`src/rtl/foc_pkg.sv`:
```
// Shared definitions for the FOC start-up sequencer: state codes, widths,
// the registered drive bundle and the saturating iq step helper.
package foc_pkg;

  localparam int THETA_W = 12;
  localparam int AMP_W   = 9;
  localparam int IQ_W    = 16;

  localparam logic [2:0] ST_IDLE  = 3'd0;
  localparam logic [2:0] ST_ALIGN = 3'd1;
  localparam logic [2:0] ST_RAMP  = 3'd2;
  localparam logic [2:0] ST_RUN   = 3'd3;
  localparam logic [2:0] ST_FAULT = 3'd4;

  localparam logic [THETA_W-1:0] THETA_MAX = '1;

  typedef struct packed {
    logic [2:0]                state;
    logic [AMP_W-1:0]          amp;
    logic [THETA_W-1:0]        rho;
    logic [THETA_W-1:0]        theta;
    logic                      sel;
    logic signed [IQ_W-1:0]    iq;
  } drive_t;

  // Adds a -1/0/+1 step to a and clamps the result to [-lim, +lim].
  function automatic logic signed [IQ_W-1:0] sat_add(
    input logic signed [IQ_W-1:0] a,
    input logic signed [1:0]      d,
    input logic signed [IQ_W-1:0] lim
  );
    logic signed [IQ_W:0] sum;
    logic signed [IQ_W:0] lim_x;
    sum   = $signed({a[IQ_W-1], a}) + $signed({{(IQ_W-1){d[1]}}, d});
    lim_x = $signed({lim[IQ_W-1], lim});
    if (sum > lim_x)       return lim;
    else if (sum < -lim_x) return -lim;
    else                   return $signed(sum[IQ_W-1:0]);
  endfunction

endpackage

```
`src/rtl/key_step_sync.sv`:
```
// Board key front end: 2-flop synchronisers, KEY_TICK pacing counter and
// the +1/-1/0 iq step decode. Keys are active low.
module key_step_sync
  import foc_pkg::*;
#(
  parameter logic [31:0] KEY_TICK = 32'd200000
) (
  input  logic              clk,
  input  logic              rstn,
  input  logic              en,
  input  logic              key_up,
  input  logic              key_dn,
  output logic signed [1:0] step
);

  logic [1:0]  up_sync;
  logic [1:0]  dn_sync;
  logic [31:0] tick_cnt;
  logic        tick;
  logic        up_on;
  logic        dn_on;

  assign up_on = ~up_sync[1];
  assign dn_on = ~dn_sync[1];
  assign tick  = en && (tick_cnt == KEY_TICK - 32'd1);

  // Synchronisers reset to the released level so reset never looks like a press.
  always_ff @(posedge clk or negedge rstn) begin
    if (!rstn) begin
      up_sync <= 2'b11;
      dn_sync <= 2'b11;
    end else begin
      // NOTE: non-blocking assignments keep the two flops a true shift chain.
      up_sync <= {up_sync[0], key_up};
      dn_sync <= {dn_sync[0], key_dn};
    end
  end

  always_ff @(posedge clk or negedge rstn) begin
    if (!rstn) begin
      tick_cnt <= '0;
      step     <= '0;
    end else begin
      if (!en || tick) tick_cnt <= '0;
      else             tick_cnt <= tick_cnt + 32'd1;

      if (tick) begin
        case ({up_on, dn_on})
          2'b10:   step <= 2'sd1;
          2'b01:   step <= -2'sd1;
          default: step <= 2'sd0;
        endcase
      end else begin
        step <= 2'sd0;
      end
    end
  end

endmodule

```
`src/rtl/foc_startup_sequencer.sv`:
```
// FOC start-up sequencer: IDLE -> ALIGN -> RAMP (open-loop sweep) -> RUN.
// Optional macro FOC_STARTUP_SOFTALIGN_EN ramps v_amp up gently in ALIGN.
module foc_startup_sequencer
  import foc_pkg::*;
#(
  parameter logic [AMP_W-1:0]       ALIGN_AMP         = 9'd100,
  parameter logic [31:0]            ALIGN_CYCLES      = 32'd40_000_000,
  parameter logic [15:0]            RAMP_PERIOD_START = 16'd1525,
  parameter logic [15:0]            RAMP_PERIOD_END   = 16'd200,
  parameter logic [15:0]            RAMP_PERIOD_DEC   = 16'd25,
  parameter logic signed [IQ_W-1:0] IQ_INIT           = 16'sd0,
  parameter logic signed [IQ_W-1:0] IQ_MAX            = 16'sd800,
  parameter logic [31:0]            KEY_TICK          = 32'd200000
) (
  input  logic                      clk,
  input  logic                      rstn,
  input  logic                      i_start,
  input  logic                      i_stop,
  input  logic                      i_fault,
  input  logic                      i_key_up,
  input  logic                      i_key_dn,
  output logic [AMP_W-1:0]          o_v_amp,
  output logic [THETA_W-1:0]        o_v_rho,
  output logic [THETA_W-1:0]        o_v_theta,
  output logic                      o_sel_closed,
  output logic signed [IQ_W-1:0]    o_id_aim,
  output logic signed [IQ_W-1:0]    o_iq_aim,
  output logic [2:0]                o_state,
  output logic                      o_busy
);

`ifdef FOC_STARTUP_SOFTALIGN_EN
  localparam logic [AMP_W-1:0] AMP_ENTRY = '0;
  logic [15:0] soft_cnt, soft_nxt;
`else
  localparam logic [AMP_W-1:0] AMP_ENTRY = ALIGN_AMP;
`endif

  // Handover happens when the post-decrement period would reach the end value.
  localparam logic [16:0] PERIOD_HANDOVER = {1'b0, RAMP_PERIOD_END} + {1'b0, RAMP_PERIOD_DEC};

  drive_t            cur, nxt;
  logic              busy;
  logic [31:0]       dwell_cnt, dwell_nxt;
  logic [15:0]       period, period_nxt;
  logic [15:0]       step_cnt, step_nxt;
  logic              dwell_en;
  logic signed [1:0] key_step;

  key_step_sync #(.KEY_TICK(KEY_TICK)) u_keys (
    .clk    (clk),
    .rstn   (rstn),
    .en     (cur.state == ST_RUN),
    .key_up (i_key_up),
    .key_dn (i_key_dn),
    .step   (key_step)
  );

`ifdef FOC_STARTUP_SOFTALIGN_EN
  assign dwell_en = (cur.amp == ALIGN_AMP);
`else
  assign dwell_en = 1'b1;
`endif

  always_comb begin
    // NOTE: every target gets a default first so no path can infer a latch.
    nxt        = cur;
    dwell_nxt  = dwell_cnt;
    period_nxt = period;
    step_nxt   = step_cnt;
`ifdef FOC_STARTUP_SOFTALIGN_EN
    soft_nxt   = soft_cnt;
`endif
    if (i_fault || i_stop) begin
      // Stop and fault both drop every drive output; fault only changes the code.
      nxt        = '0;
      nxt.state  = i_fault ? ST_FAULT : ST_IDLE;
      dwell_nxt  = '0;
      period_nxt = '0;
      step_nxt   = '0;
`ifdef FOC_STARTUP_SOFTALIGN_EN
      soft_nxt   = '0;
`endif
    end else begin
      case (cur.state)
        ST_IDLE: begin
          if (i_start) begin
            nxt.state = ST_ALIGN;
            nxt.amp   = AMP_ENTRY;
            nxt.rho   = THETA_MAX;
            nxt.theta = '0;
            dwell_nxt = '0;
`ifdef FOC_STARTUP_SOFTALIGN_EN
            soft_nxt  = '0;
`endif
          end
        end
        ST_ALIGN: begin
`ifdef FOC_STARTUP_SOFTALIGN_EN
          if (!dwell_en) begin
            soft_nxt = soft_cnt + 16'd1;
            if (soft_cnt == 16'hFFFF) nxt.amp = cur.amp + 9'd1;
          end
`endif
          if (dwell_en) begin
            if (dwell_cnt == ALIGN_CYCLES - 32'd1) begin
              nxt.state  = ST_RAMP;
              period_nxt = RAMP_PERIOD_START;
              step_nxt   = '0;
            end else begin
              dwell_nxt = dwell_cnt + 32'd1;
            end
          end
        end
        ST_RAMP: begin
          if (step_cnt == period - 16'd1) begin
            step_nxt  = '0;
            nxt.theta = cur.theta + 12'd1;
            if (cur.theta == THETA_MAX) begin
              if ({1'b0, period} <= PERIOD_HANDOVER) begin
                nxt       = '0;
                nxt.state = ST_RUN;
                nxt.sel   = 1'b1;
                nxt.iq    = IQ_INIT;
              end else begin
                period_nxt = period - RAMP_PERIOD_DEC;
              end
            end
          end else begin
            step_nxt = step_cnt + 16'd1;
          end
        end
        ST_RUN:   nxt.iq = sat_add(cur.iq, key_step, IQ_MAX);
        ST_FAULT: ;
        default:  nxt = '0;
      endcase
    end
  end

  always_ff @(posedge clk or negedge rstn) begin
    if (!rstn) begin
      cur       <= '0;
      busy      <= 1'b0;
      dwell_cnt <= '0;
      period    <= '0;
      step_cnt  <= '0;
`ifdef FOC_STARTUP_SOFTALIGN_EN
      soft_cnt  <= '0;
`endif
    end else begin
      cur       <= nxt;
      busy      <= (nxt.state == ST_ALIGN) || (nxt.state == ST_RAMP) || (nxt.state == ST_RUN);
      dwell_cnt <= dwell_nxt;
      period    <= period_nxt;
      step_cnt  <= step_nxt;
`ifdef FOC_STARTUP_SOFTALIGN_EN
      soft_cnt  <= soft_nxt;
`endif
    end
  end

  assign o_state      = cur.state;
  assign o_v_amp      = cur.amp;
  assign o_v_rho      = cur.rho;
  assign o_v_theta    = cur.theta;
  assign o_sel_closed = cur.sel;
  assign o_iq_aim     = cur.iq;
  assign o_id_aim     = '0;
  assign o_busy       = busy;

endmodule
```
`config.mk`:
```
export PLATFORM = sky130hd
export DESIGN_NAME = foc_startup_sequencer
export DESIGN_NICKNAME = d
export VERILOG_FILES = /design/src/rtl/foc_pkg.sv /design/src/rtl/key_step_sync.sv /design/src/rtl/foc_startup_sequencer.sv
export SDC_FILE = /design/constraint.sdc
export NUM_CORES = 1
export LEC_CHECK = 0
export ABC_AREA = 1
export BUFFER_PORTS_ARGS = -buffer_cell sky130_fd_sc_hd__buf_2
export CAP_MARGIN = 15
export CORE_UTILIZATION = 29
export DETAILED_ROUTE_END_ITERATION = 16
export GPL_ROUTABILITY_DRIVEN = 1
export PLACE_DENSITY = 0.44
export SLEW_MARGIN = 0
export SYNTH_ARGS = -nofsm -noshare
export SYNTH_HDL_FRONTEND = slang
export SYNTH_SLANG_ARGS = --single-unit
```
`constraint.sdc`:
```
create_clock -name clk -period 6.8 [get_ports clk]
set_input_delay 0.68 -clock clk [delete_from_list [all_inputs] [get_ports clk]]
set_output_delay 0.68 -clock clk [all_outputs]
set_load 0.01 [all_outputs]
```
Yosys cells after proc, flatten, opt, wreduce, memory -nomap -nowiden
Index checks and enable logic that the tools add are counted.
{"block": "op_classes", "n_addsub": 7, "magnitude_cmp": 3, "n_eq_ne": 23, "muxes": 30, "bitwise": 2, "n_reduce_logical": 20}
{"op": "two-way mux 53 bit", "n": 4}
{"op": "two-way mux 16 bit", "n": 10}
{"op": "two-way mux 32 bit", "n": 4}
{"op": "one-hot mux 33 bit (3 select lines)", "n": 1}
{"op": "adder 32 x 1 -> 32 bit (second input constant)", "n": 2}
{"op": "one-hot mux 16 bit (2 select lines)", "n": 2}
{"op": "one-hot mux 32 bit (2 select lines)", "n": 1}
{"op": "one-hot mux 16 bit (3 select lines)", "n": 1}
{"op": "two-way mux 36 bit", "n": 1}
{"op": "equality test 32 x 18 -> 1 bit (second input constant)", "n": 1}
{"op": "equality test 32 x 26 -> 1 bit (second input constant)", "n": 1}
{"op": "inequality test 3 bit (second input constant)", "n": 7}
{"op": "adder 16 x 2 -> 17 bit", "n": 1}
{"op": "> comparator 17 x 11 -> 1 bit (second input constant)", "n": 1}
{"op": "less-than comparator 17 x 11 -> 1 bit (second input constant)", "n": 1}
{"op": "adder 16 x 1 -> 16 bit (second input constant)", "n": 1}
{"op": "equality test 16 bit", "n": 1}
{"op": "<= comparator 16 x 8 -> 1 bit (second input constant)", "n": 1}
{"op": "subtractor 16 x 1 -> 16 bit (second input constant)", "n": 1}
{"op": "subtractor 16 x 5 -> 16 bit (second input constant)", "n": 1}
{"op": "adder 12 x 1 -> 12 bit (second input constant)", "n": 1}
{"op": "equality test 12 bit (second input constant)", "n": 1}
{"op": "equality test 3 x 2 -> 1 bit (second input constant)", "n": 4}
{"op": "one-hot mux 3 bit (4 select lines)", "n": 1}
{"op": "22 further kinds", "n": 35}
{"block": "word_totals", "regBits": 156, "out_inout_bits": 70}

Depth between registers and ports, before layout
Gate-level depths: netlist of the first run.
{"block": "depth", "depth_word": 9, "ltp_mapped": 18, "depth_no_buf": 18}

Hierarchy
Synthesis of the first run repeated with hierarchy kept, for this count alone.
{"block": "unflattened", "cells_unflattened": 1503, "area_unflattened_um2": 10029.6}
{"module": "foc_startup_sequencer", "n_inst": 1, "cells_per_inst": 1180, "area_each_um2": 7810.0, "seq_area_each_um2": 2452.4}
{"module": "key_step_sync", "n_inst": 1, "cells_per_inst": 323, "area_each_um2": 2219.6, "seq_area_each_um2": 955.9}

Worst setup path after synthesis of the first run
No wires, ideal clock.
{"block": "synth_path", "kind": "register -> register", "from": "register u_keys.step[1]", "to": "register cur, in the netlist o_iq_aim[8]", "setup_time_ns": 0.116, "arrival_time_ns": 2.286, "required_time_ns": 6.684, "path_slack_ns": 4.397, "stages_incl_launch_ff": 16, "synth_period_minus_slack_ns": 2.403, "cell_sequence": "dfrtp_1 inv_1 fa_1 inv_1 nand3_1 nand2_1 nand3_1 nand3_1 nand2_1 nand2_1 xor2_1 nand2_1 nand2_1 nand2_1 nand2_1 nand2_1"}
{"block": "synth_between", "elab_chain_cells": 6, "elab_cells_between_ends": 7, "classes_between": "1 x add/sub; 2 x order compare; 4 x mux"}
{"element": "start: declaration", "line_no": "key_step_sync.sv:13", "text": "output logic signed [1:0] step"}
{"element": "start signal: assignment", "line_no": "key_step_sync.sv:50", "text": "2'b01: step <= -2'sd1;"}
{"element": "adder 16 x 2 -> 17 bit (*)", "line_no": "foc_pkg.sv:34", "text": "sum = $signed({a[IQ_W-1], a}) + $signed({{(IQ_W-1){d[1]}}, d});"}
{"element": "less-than comparator 17 x 11 -> 1 bit", "line_no": "foc_pkg.sv:37", "text": "else if (sum < -lim_x) return -lim;"}
{"element": "two-way mux 16 bit", "line_no": "foc_pkg.sv:37"}
{"element": "two-way mux 16 bit (*)", "line_no": "foc_pkg.sv:36", "text": "if (sum > lim_x) return lim;"}
{"element": "one-hot mux 16 bit (3 select lines) (*)", "line_no": "foc_startup_sequencer.sv:85", "text": "case (cur.state)"}
{"element": "two-way mux 53 bit (*)", "line_no": "foc_startup_sequencer.sv:74", "text": "if (i_fault || i_stop) begin"}
{"element": "end signal: assignment", "line_no": "foc_startup_sequencer.sv:151", "text": "cur <= nxt;"}
{"element": "end: declaration", "line_no": "foc_startup_sequencer.sv:42", "text": "drive_t cur, nxt;"}
Every way passes the cells marked *; elsewhere a longest branch is shown, timed or not.
A chain may end at the register's enable or synchronous reset.

Worst setup path after layout of the first run
{"block": "layout_path", "from": "register dwell_cnt[0]", "to": "register dwell_cnt[11]"}
{"block": "layout_between", "elab_chain_cells": 4, "elab_cells_between_ends": 7, "classes_between": "1 x add/sub; 2 x eq/ne; 3 x mux; 1 x reduce/logical"}
{"element": "start: declaration", "line_no": "foc_startup_sequencer.sv:44", "text": "logic [31:0] dwell_cnt, dwell_nxt;"}
{"element": "start signal: assignment", "line_no": "foc_startup_sequencer.sv:153", "text": "dwell_cnt <= dwell_nxt;"}
{"element": "adder 32 x 1 -> 32 bit", "line_no": "foc_startup_sequencer.sv:111", "text": "dwell_nxt = dwell_cnt + 32'd1;"}
{"element": "two-way mux 32 bit", "line_no": "foc_startup_sequencer.sv:106", "text": "if (dwell_cnt == ALIGN_CYCLES - 32'd1) begin"}
{"element": "one-hot mux 32 bit (2 select lines)", "line_no": "foc_startup_sequencer.sv:85"}
{"element": "two-way mux 32 bit", "line_no": "foc_startup_sequencer.sv:74"}
Several ways; a longest one is shown, not always the timed one. The select of a mux whose other input is x is not followed.

==> results of run 1 <==
-- registers in the layout, indices dropped and copies added (netlist names) --
signal / count
u_keys.dn_sync: 2
u_keys.up_sync: 2
step_cnt: 16
u_keys.step: 2
o_iq_aim: 16
u_keys.tick_cnt: 32
dwell_cnt: 32
period: 16
o_sel_closed: 1
o_busy: 1
o_state: 3
o_v_amp: 1
o_v_theta: 12
-- synth_stat cells, drive strengths merged, types with 11 or more instances --
master,n
xnor2,13
nor3,63
o21ai,54
nand3,94
inv,175
dfrtp,132
nand2,422
a21oi,60
buf,51
ha,23
clkbuf,11
nor4,20
nor2,162
nand4,37
xor2,51
-- per-layer routing --
layer  vias to the layer above  wire [µm]
li1                       4596          -
met1                      4086      13470
met2                       188      12100
met3                        18        919
met4                         0        270
met5                         -          0
-- worst paths after layout --
kind                                endpoint  slack (ns)         startpoint  depth (start not counted)
max                            dwell_cnt[11]        3.63       dwell_cnt[0]                         11
min                            dwell_cnt[17]        0.26               rstn                          1
max reg2reg                    dwell_cnt[11]        3.63       dwell_cnt[0]                         11
min reg2reg                u_keys.up_sync[1]        0.36  u_keys.up_sync[0]                          0
max in group asynchronous       o_iq_aim[10]        5.21               rstn                          2
min in group clk           u_keys.up_sync[0]        0.33           i_key_up                          1
-- cell families (layout without fill, tap and decap cells) --
logic type               count (synthesis)  count (layout)
AND/OR/NAND/NOR                        814             814
other                                    1              22
adder cells (fa/ha/maj)                 24              24
flip-flops                             136             136
AO/OA/AOI/OAI                          141             141
buffers and inverters                  237             264
XOR/XNOR                                64              64
-- final cells by class --
class	count	area, µm²
Sequential cell	136	3408
Timing Repair Buffer	57	299.0
Clock inverter	15	170.2
Multi-Input combinational cell	1065	5425
Tap cell	448	560.5
Inverter	175	656.9
Clock buffer	17	425.4
Fill cell	3630	22500
-- per-stage QoR --
step	utilization	worst slack, ns	hold slack, ns	instances	power [mW]
2_1_floorplan	-	4.397	0.3452	1438	0.9819
3_3_place_gp	0.3094	3.302	0.3479	1881	1.022
3_5_place_dp	0.3094	3.248	0.3472	1881	1.022
4_1_cts	0.3272	3.609	0.2891	1913	2.000
5_1_grt	0.3272	3.344	0.3114	1913	2.053
6_report	0.3272	3.626	0.2565	1913	1.970
-- power by group --
part,internal [mW],switching (mW)
Sequential,0.816,0.0130
Combinational,0.0496,0.126
Clock,0.526,0.439
Total,1.39,0.578
-- cells in the final DEF, fill, tap and decap left out, types with 7 or more instances in the layout --
cell type and count:
nor3_1 62, nor2_2 8, xor2_1 49, nand2_2 8, xnor2_1 13, conb_1 22, buf_2 53, o21ai_2 16
a21oi_1 60, inv_2 15, nand3_1 91, nor2_4 9, o21ai_0 33, inv_6 7, inv_1 160, ha_1 23
nor4_1 18, nand2_1 410, nand4_1 37, clkbuf_16 17, dfrtp_1 132, nor2_1 145
-- critical path: cells and delay by family (launching register included) --
kind / cells / cell delay, ns
flops: 1 / 0.36
fa+ha+maj: 1 / 0.18
simple gates: 6 / 1.59
compound gates: 2 / 0.35
buf+inv: 2 / 0.60
==> impl_results.rst, run 1 <==
.. list-table::
   :header-rows: 1

   * - Metric
     - Value
   * - Worst vdd rail ir drop
     - 180.4 µV
   * - Most used flip-flop cell after synthesis
     - dfrtp_1
   * - Area enclosed by the die boundary
     - 34660 µm²
   * - Cell type contributing the most total cell area after synthesis
     - dfrtp_1
   * - Post-Route Skew
     - 0.01792 ns
   * - Remaining number of nets flagged by the antenna check after routing
     - 0
   * - Initial detailed-routing violation count
     - 543
   * - Required time at the worst-slack endpoint
     - 7.16 ns
   * - Clock tree from TritonCTS
     - yes
   * - Global-route layer with the greatest usage
     - met2
   * - Met3 Resource Use GR
     - 0.02784
   * - Mapped cell area
     - 9837 µm²
   * - Area of the placeable core
     - 33450 µm²
   * - Headroom to the max-slew limit
     - 0.4157
   * - Fraction of synthesized cell area in xor and xnor cells
     - 0.05851
   * - Die Span X
     - 186.2 µm
   * - Post-detailed-route via-to-cell ratio
     - 4.646
   * - Total Routed Length
     - 26.76 mm
   * - Flip-flop and latch count after synthesis
     - 136
   * - Wire length of the first global-routing pass
     - 43.65 mm
   * - Critical Path Most Common Cell
     - nand2_1
   * - Number of levels in the clock H-tree
     - 4
   * - Slowest stage cell on the critical path
     - nand3_2
   * - TritonCTS buffer count
     - 17
   * - Post-CTS setup repair buffer count
     - 0
   * - Setup_tns
     - 0 ns
   * - Detailed-router iteration count before antenna repair
     - 5
   * - Max-capacitance violation count
     - 0
   * - Starting density of the core
     - 0.2941
   * - Hold Crit Class
     - in2async
   * - Peak fanout along the critical path
     - 33
   * - Fraction of registers with async set/reset
     - 1.000
   * - Post-place instance area
     - 10350 µm²
   * - Latest clock arrival within the worst-skew pair
     - 0.45 ns
   * - Leakage power of the design
     - 5.132 nW
   * - Cell count after synthesis
     - 1417
   * - Clk sink count
     - 136
   * - Critical-path cell list
     - ha_1, inv_1, nor3_2, nand2_1, nor3_1, nand2_1, nand3_1, nand3_2, inv_2, o21ai_0, a21oi_1
   * - I/O pins
     - 77
   * - Total via count in the routed design
     - 8888
   * - Net count of the finished layout
     - 1483
   * - Time the final worst path needs with I/O delays and setup
     - 3.174 ns
   * - Count of input and output buffers
     - 54
   * - Worst setup path category
     - reg2reg
   * - Slew of the pin with the lowest slew margin
     - 0.8765 ns
   * - Layout cells sized above 1
     - 0.1126
   * - DRC errors left
     - 0
   * - Count of standard-cell rows
     - 67
   * - Critical path launch point type
     - flip-flop
   * - Unrepaired setup endpoints after global routing
     - no
   * - Data arrival, critical path
     - 3.53 ns
   * - Met2 GRT Util
     - 0.2578
   * - Number of gates resized after cts
     - 0
   * - Final antenna diode count
     - 0
   * - Average detailed-routed wire length per instance
     - 13.99 µm
   * - Global route total overflow
     - 0
   * - Synth top area share
     - 0.3358
   * - Final setup vio count
     - 0
   * - Number of pins exceeding their max-slew limit in the final report
     - 0
   * - Proportion of synthesized chip area in sequential cells
     - 0.3465
   * - Clock buffer depth
     - 2
   * - Final count of hold timing violations
     - 0
   * - Final estimated routing congestion in global placement
     - 0.8415
   * - Largest family of logic cells by synthesized area
     - simple AND/OR/NAND/NOR gates
   * - Share of synthesized cell area in and, or, nand and nor gates
     - 0.3685
   * - Die Span Y
     - 186.2 µm
   * - Slowest cell delay on critical path
     - 0.56 ns
   * - Final design instance area without fill
     - 10950 µm²
   * - Adder-cell area share of the yosys netlist
     - 0.03129
   * - Vias in the first global route
     - 8348
   * - Share of cell area taken by muxes after synthesis
     - 0
   * - Total global-route track usage
     - 0.1618
   * - Status
     - finished, final reports clean
   * - CTS Root Buffer Type
     - clkbuf_16
   * - Number of distinct library cell variants in the gate-level netlist after synthesis
     - 49
   * - Achievable Freq
     - 315.1 MHz
   * - Average cell area after synthesis
     - 6.942 µm²
   * - Largest net degree at the start of global routing
     - 73
   * - Crit path capture type
     - flip-flop
   * - Area grow syn2layout
     - 11.27%
   * - CTS Hold Buffers Added
     - 0
   * - DP Wirelength
     - 19.84 mm
   * - Fraction of the cycle the final worst path needs
     - 0.4667
   * - Ys Warns
     - 0
   * - Clock transition at the registers of the reported paths
     - 0.08 ns
   * - EDFF count, synth
     - 0
   * - Total power density per cell area
     - 180.0 nW/µm²
   * - Synth area leaders
     - dfrtp_1 (34%), nand2_1 (16%), inv_1 (6.1%)
   * - Number of antenna violations at the first check in global routing
     - 0
   * - Fraction of met1 tracks used by global routing
     - 0.2259
   * - Complex-gate fraction of the synthesized area
     - 0.08484
(Power assumes the default switching activity.)
==> run 2: changes to the inputs <==
==> constraint.sdc (replaced) <==
create_clock -name clk -period 3.3 [get_ports clk]
set_input_delay 0.33 -clock clk [delete_from_list [all_inputs] [get_ports clk]]
set_output_delay 0.33 -clock clk [all_outputs]
set_load 0.01 [all_outputs]
==> run 2 against run 1 <==
Compared with the run above:
- die area unchanged
- final area up 0.89%
- sequential cell count stayed put
- critical path depth up 3
- clock power rose by 100%
- sequential power up 110%
- maximum frequency up 14%
- first-iteration DRC count down 17%
- core utilization increased by 0.29 points
- largest power group unchanged
- sequential share of layout area down 0.28 points
- highest routed layer unchanged
==> impl_results.rst, run 2 (same netlist as run 1, synthesis figures left out) <==
.. list-table::
   :header-rows: 1

   * - Metric
     - Value
   * - Fin util
     - 0.3302
   * - Max-capacitance violation count
     - 0
   * - Post-Route Skew
     - 0.01221 ns
   * - Largest net degree at the start of global routing
     - 65
   * - Critical path launch point type
     - flip-flop
   * - Detailed-router iteration count before antenna repair
     - 5
   * - Remaining number of nets flagged by the antenna check after routing
     - 0
   * - Setup_tns
     - 0 ns
   * - Total area of multi-input combinational cells
     - 5425 µm²
   * - Total via count in the routed design
     - 8925
   * - Number of gates resized after cts
     - 0
   * - Vias in the first global route
     - 8523
   * - CP endpoint
     - o_iq_aim[1]
   * - Wire length of the first global-routing pass
     - 43.86 mm
   * - Final antenna diode count
     - 0
   * - Hold Crit Class
     - in2reg
   * - Average detailed-routed wire length per instance
     - 13.87 µm
   * - Headroom to the max-slew limit
     - 0.6059
   * - Leakage power of the design
     - 5.168 nW
   * - Area grow syn2layout
     - 12.26%
   * - Total power density per cell area
     - 367.1 nW/µm²
   * - Post-CTS setup repair buffer count
     - 0
   * - Post-place instance area
     - 10420 µm²
   * - I/O pins
     - 77
   * - Final design instance area without fill
     - 11040 µm²
   * - Total global-route track usage
     - 0.1613
   * - Die Span Y
     - 186.2 µm
   * - Layout cells sized above 1
     - 0.1165
   * - Count of standard-cell rows
     - 67
   * - Starting density of the core
     - 0.2941
   * - Clk sink count
     - 136
   * - Clock tree from TritonCTS
     - yes
   * - Total Routed Length
     - 26.69 mm
   * - Number of cell instances on the worst register-to-register path
     - 14
   * - Worst vdd rail ir drop
     - 364.9 µV
   * - Number of antenna violations at the first check in global routing
     - 0
   * - Peak fanout along the critical path
     - 13
   * - Most frequent cells in the layout
     - nand2_1 (410), inv_1 (160), nor2_1 (145), dfrtp_1 (132), nand3_1 (91)
   * - Global route total overflow
     - 0
   * - DP Wirelength
     - 20.06 mm
   * - Latest clock arrival within the worst-skew pair
     - 0.44 ns
   * - Filler Cells Inserted
     - 3614
   * - Final count of hold timing violations
     - 0
   * - Regs by FF count
     - dwell_cnt x32, u_keys.tick_cnt x32
   * - CTS Root Buffer Type
     - clkbuf_16
   * - Crit Reg-Reg Endpoint
     - o_iq_aim[1]
   * - Achievable Freq
     - 360.4 MHz
   * - Number of pins exceeding their max-slew limit in the final report
     - 0
   * - Status
     - finished, final reports clean
   * - Fraction of the cycle the final worst path needs
     - 0.8409
   * - Unrepaired setup endpoints after global routing
     - no
   * - Die Span X
     - 186.2 µm
   * - Setup slack after placement
     - 0.5014 ns
   * - Net count of the finished layout
     - 1494
   * - Post-detailed-route via-to-cell ratio
     - 4.639
   * - R2r startpoint
     - u_keys.step[1]
   * - Clock transition at the registers of the reported paths
     - 0.07 ns
   * - Origin of the worst setup path
     - u_keys.step[1]
   * - TritonCTS buffer count
     - 17
   * - Setup slack after layout
     - 0.5250 ns
   * - Footprint of the flip-flops and latches
     - 3408 µm²
   * - Final std cells w/o fill
     - 1924
   * - Final setup vio count
     - 0
   * - Data arrival, critical path
     - 3.14 ns
   * - Required time at the worst-slack endpoint
     - 3.67 ns
   * - Time the final worst path needs with I/O delays and setup
     - 2.775 ns
   * - Final estimated routing congestion in global placement
     - 0.8632
   * - Placed Instances
     - 1889
   * - Slew of the pin with the lowest slew margin
     - 0.5863 ns
   * - Area of the placeable core
     - 33450 µm²
   * - Initial detailed-routing violation count
     - 448
   * - Most common library cell in the layout ignoring fill and taps
     - nand2_1
   * - Setup slack on the worst flop-to-flop path
     - 0.53 ns
   * - Number of levels in the clock H-tree
     - 4
   * - Count of input and output buffers
     - 54
   * - WHS
     - 0.1166 ns
   * - Crit path capture type
     - flip-flop
   * - CTS Hold Buffers Added
     - 3
   * - Clock buffer depth
     - 2
   * - Power after layout
     - 4.054 mW
   * - Area enclosed by the die boundary
     - 34660 µm²
   * - Worst setup path category
     - reg2reg
   * - DRC errors left
     - 0
-- run 2: cell count changes in the layout (fill, tap and decap cells not counted) --
cell	before	now
inv_6	7	6
dlygate4sd3_1	0	3
buf_4	3	10
clkbuf_1	0	1
buf_12	0	1
clkinv_4	2	0
clkinvlp_4	0	5
clkinv_8	1	0
bufinv_16	1	2
inv_8	4	1
-- run 2: worst max-delay path, cell delays in order (launching register included) --
cell and delay [ns]:
dfrtp_1 0.63, ha_1 0.41, nand2_1 0.18, inv_1 0.05, a21oi_1 0.29, nor2_1 0.07, nor2_1 0.13, nand2_1 0.07
nand2_1 0.07, nand2_1 0.05, nor2_1 0.13, nand3_1 0.14, nand2_1 0.15, nand2_1 0.14, o21ai_0 0.19
-- run 2: layout make-up --
cell class,count,area share
multi-input combinational,1065,0.4913
inverter,175,0.05948
timing repair buffer,68,0.03637
sequential,136,0.3086
tap,448,0.05076
clock buffer,18,0.03886
clock inverter,14,0.01462
-- run 2: worst min path at each step --
stage            from            end  slack (ns)  cells after the start
3_3_place_gp     rstn  dwell_cnt[21]        0.33                      1
4_1_cts        i_stop     o_state[2]        0.09                      2
3_5_place_dp     rstn  dwell_cnt[21]        0.33                      1
2_1_floorplan    rstn   dwell_cnt[0]        0.03                      0
6_report       i_stop     o_state[2]        0.12                      2
5_1_grt        i_stop     o_state[2]        0.13                      2
-- run 2: layer usage --
metal  wire [µm]  GRT usage  vias to the layer above  share of wire
met1       12950     0.2113                     4149           0.49
met5           0          0                        -              0
met3         747    0.02745                       28          0.028
met4         473    0.05541                        0          0.018
met2       12510     0.2676                      132           0.47
li1            -          -                     4616              -
-- run 2: power breakdown --
part / leakage (nW) / internal, mW / switching [mW] / total, mW
combinational: 3.02 / 0.110 / 0.260 / 0.370
clock: 0.273 / 1.13 / 0.844 / 1.97
sequential: 1.87 / 1.68 / 0.0260 / 1.71
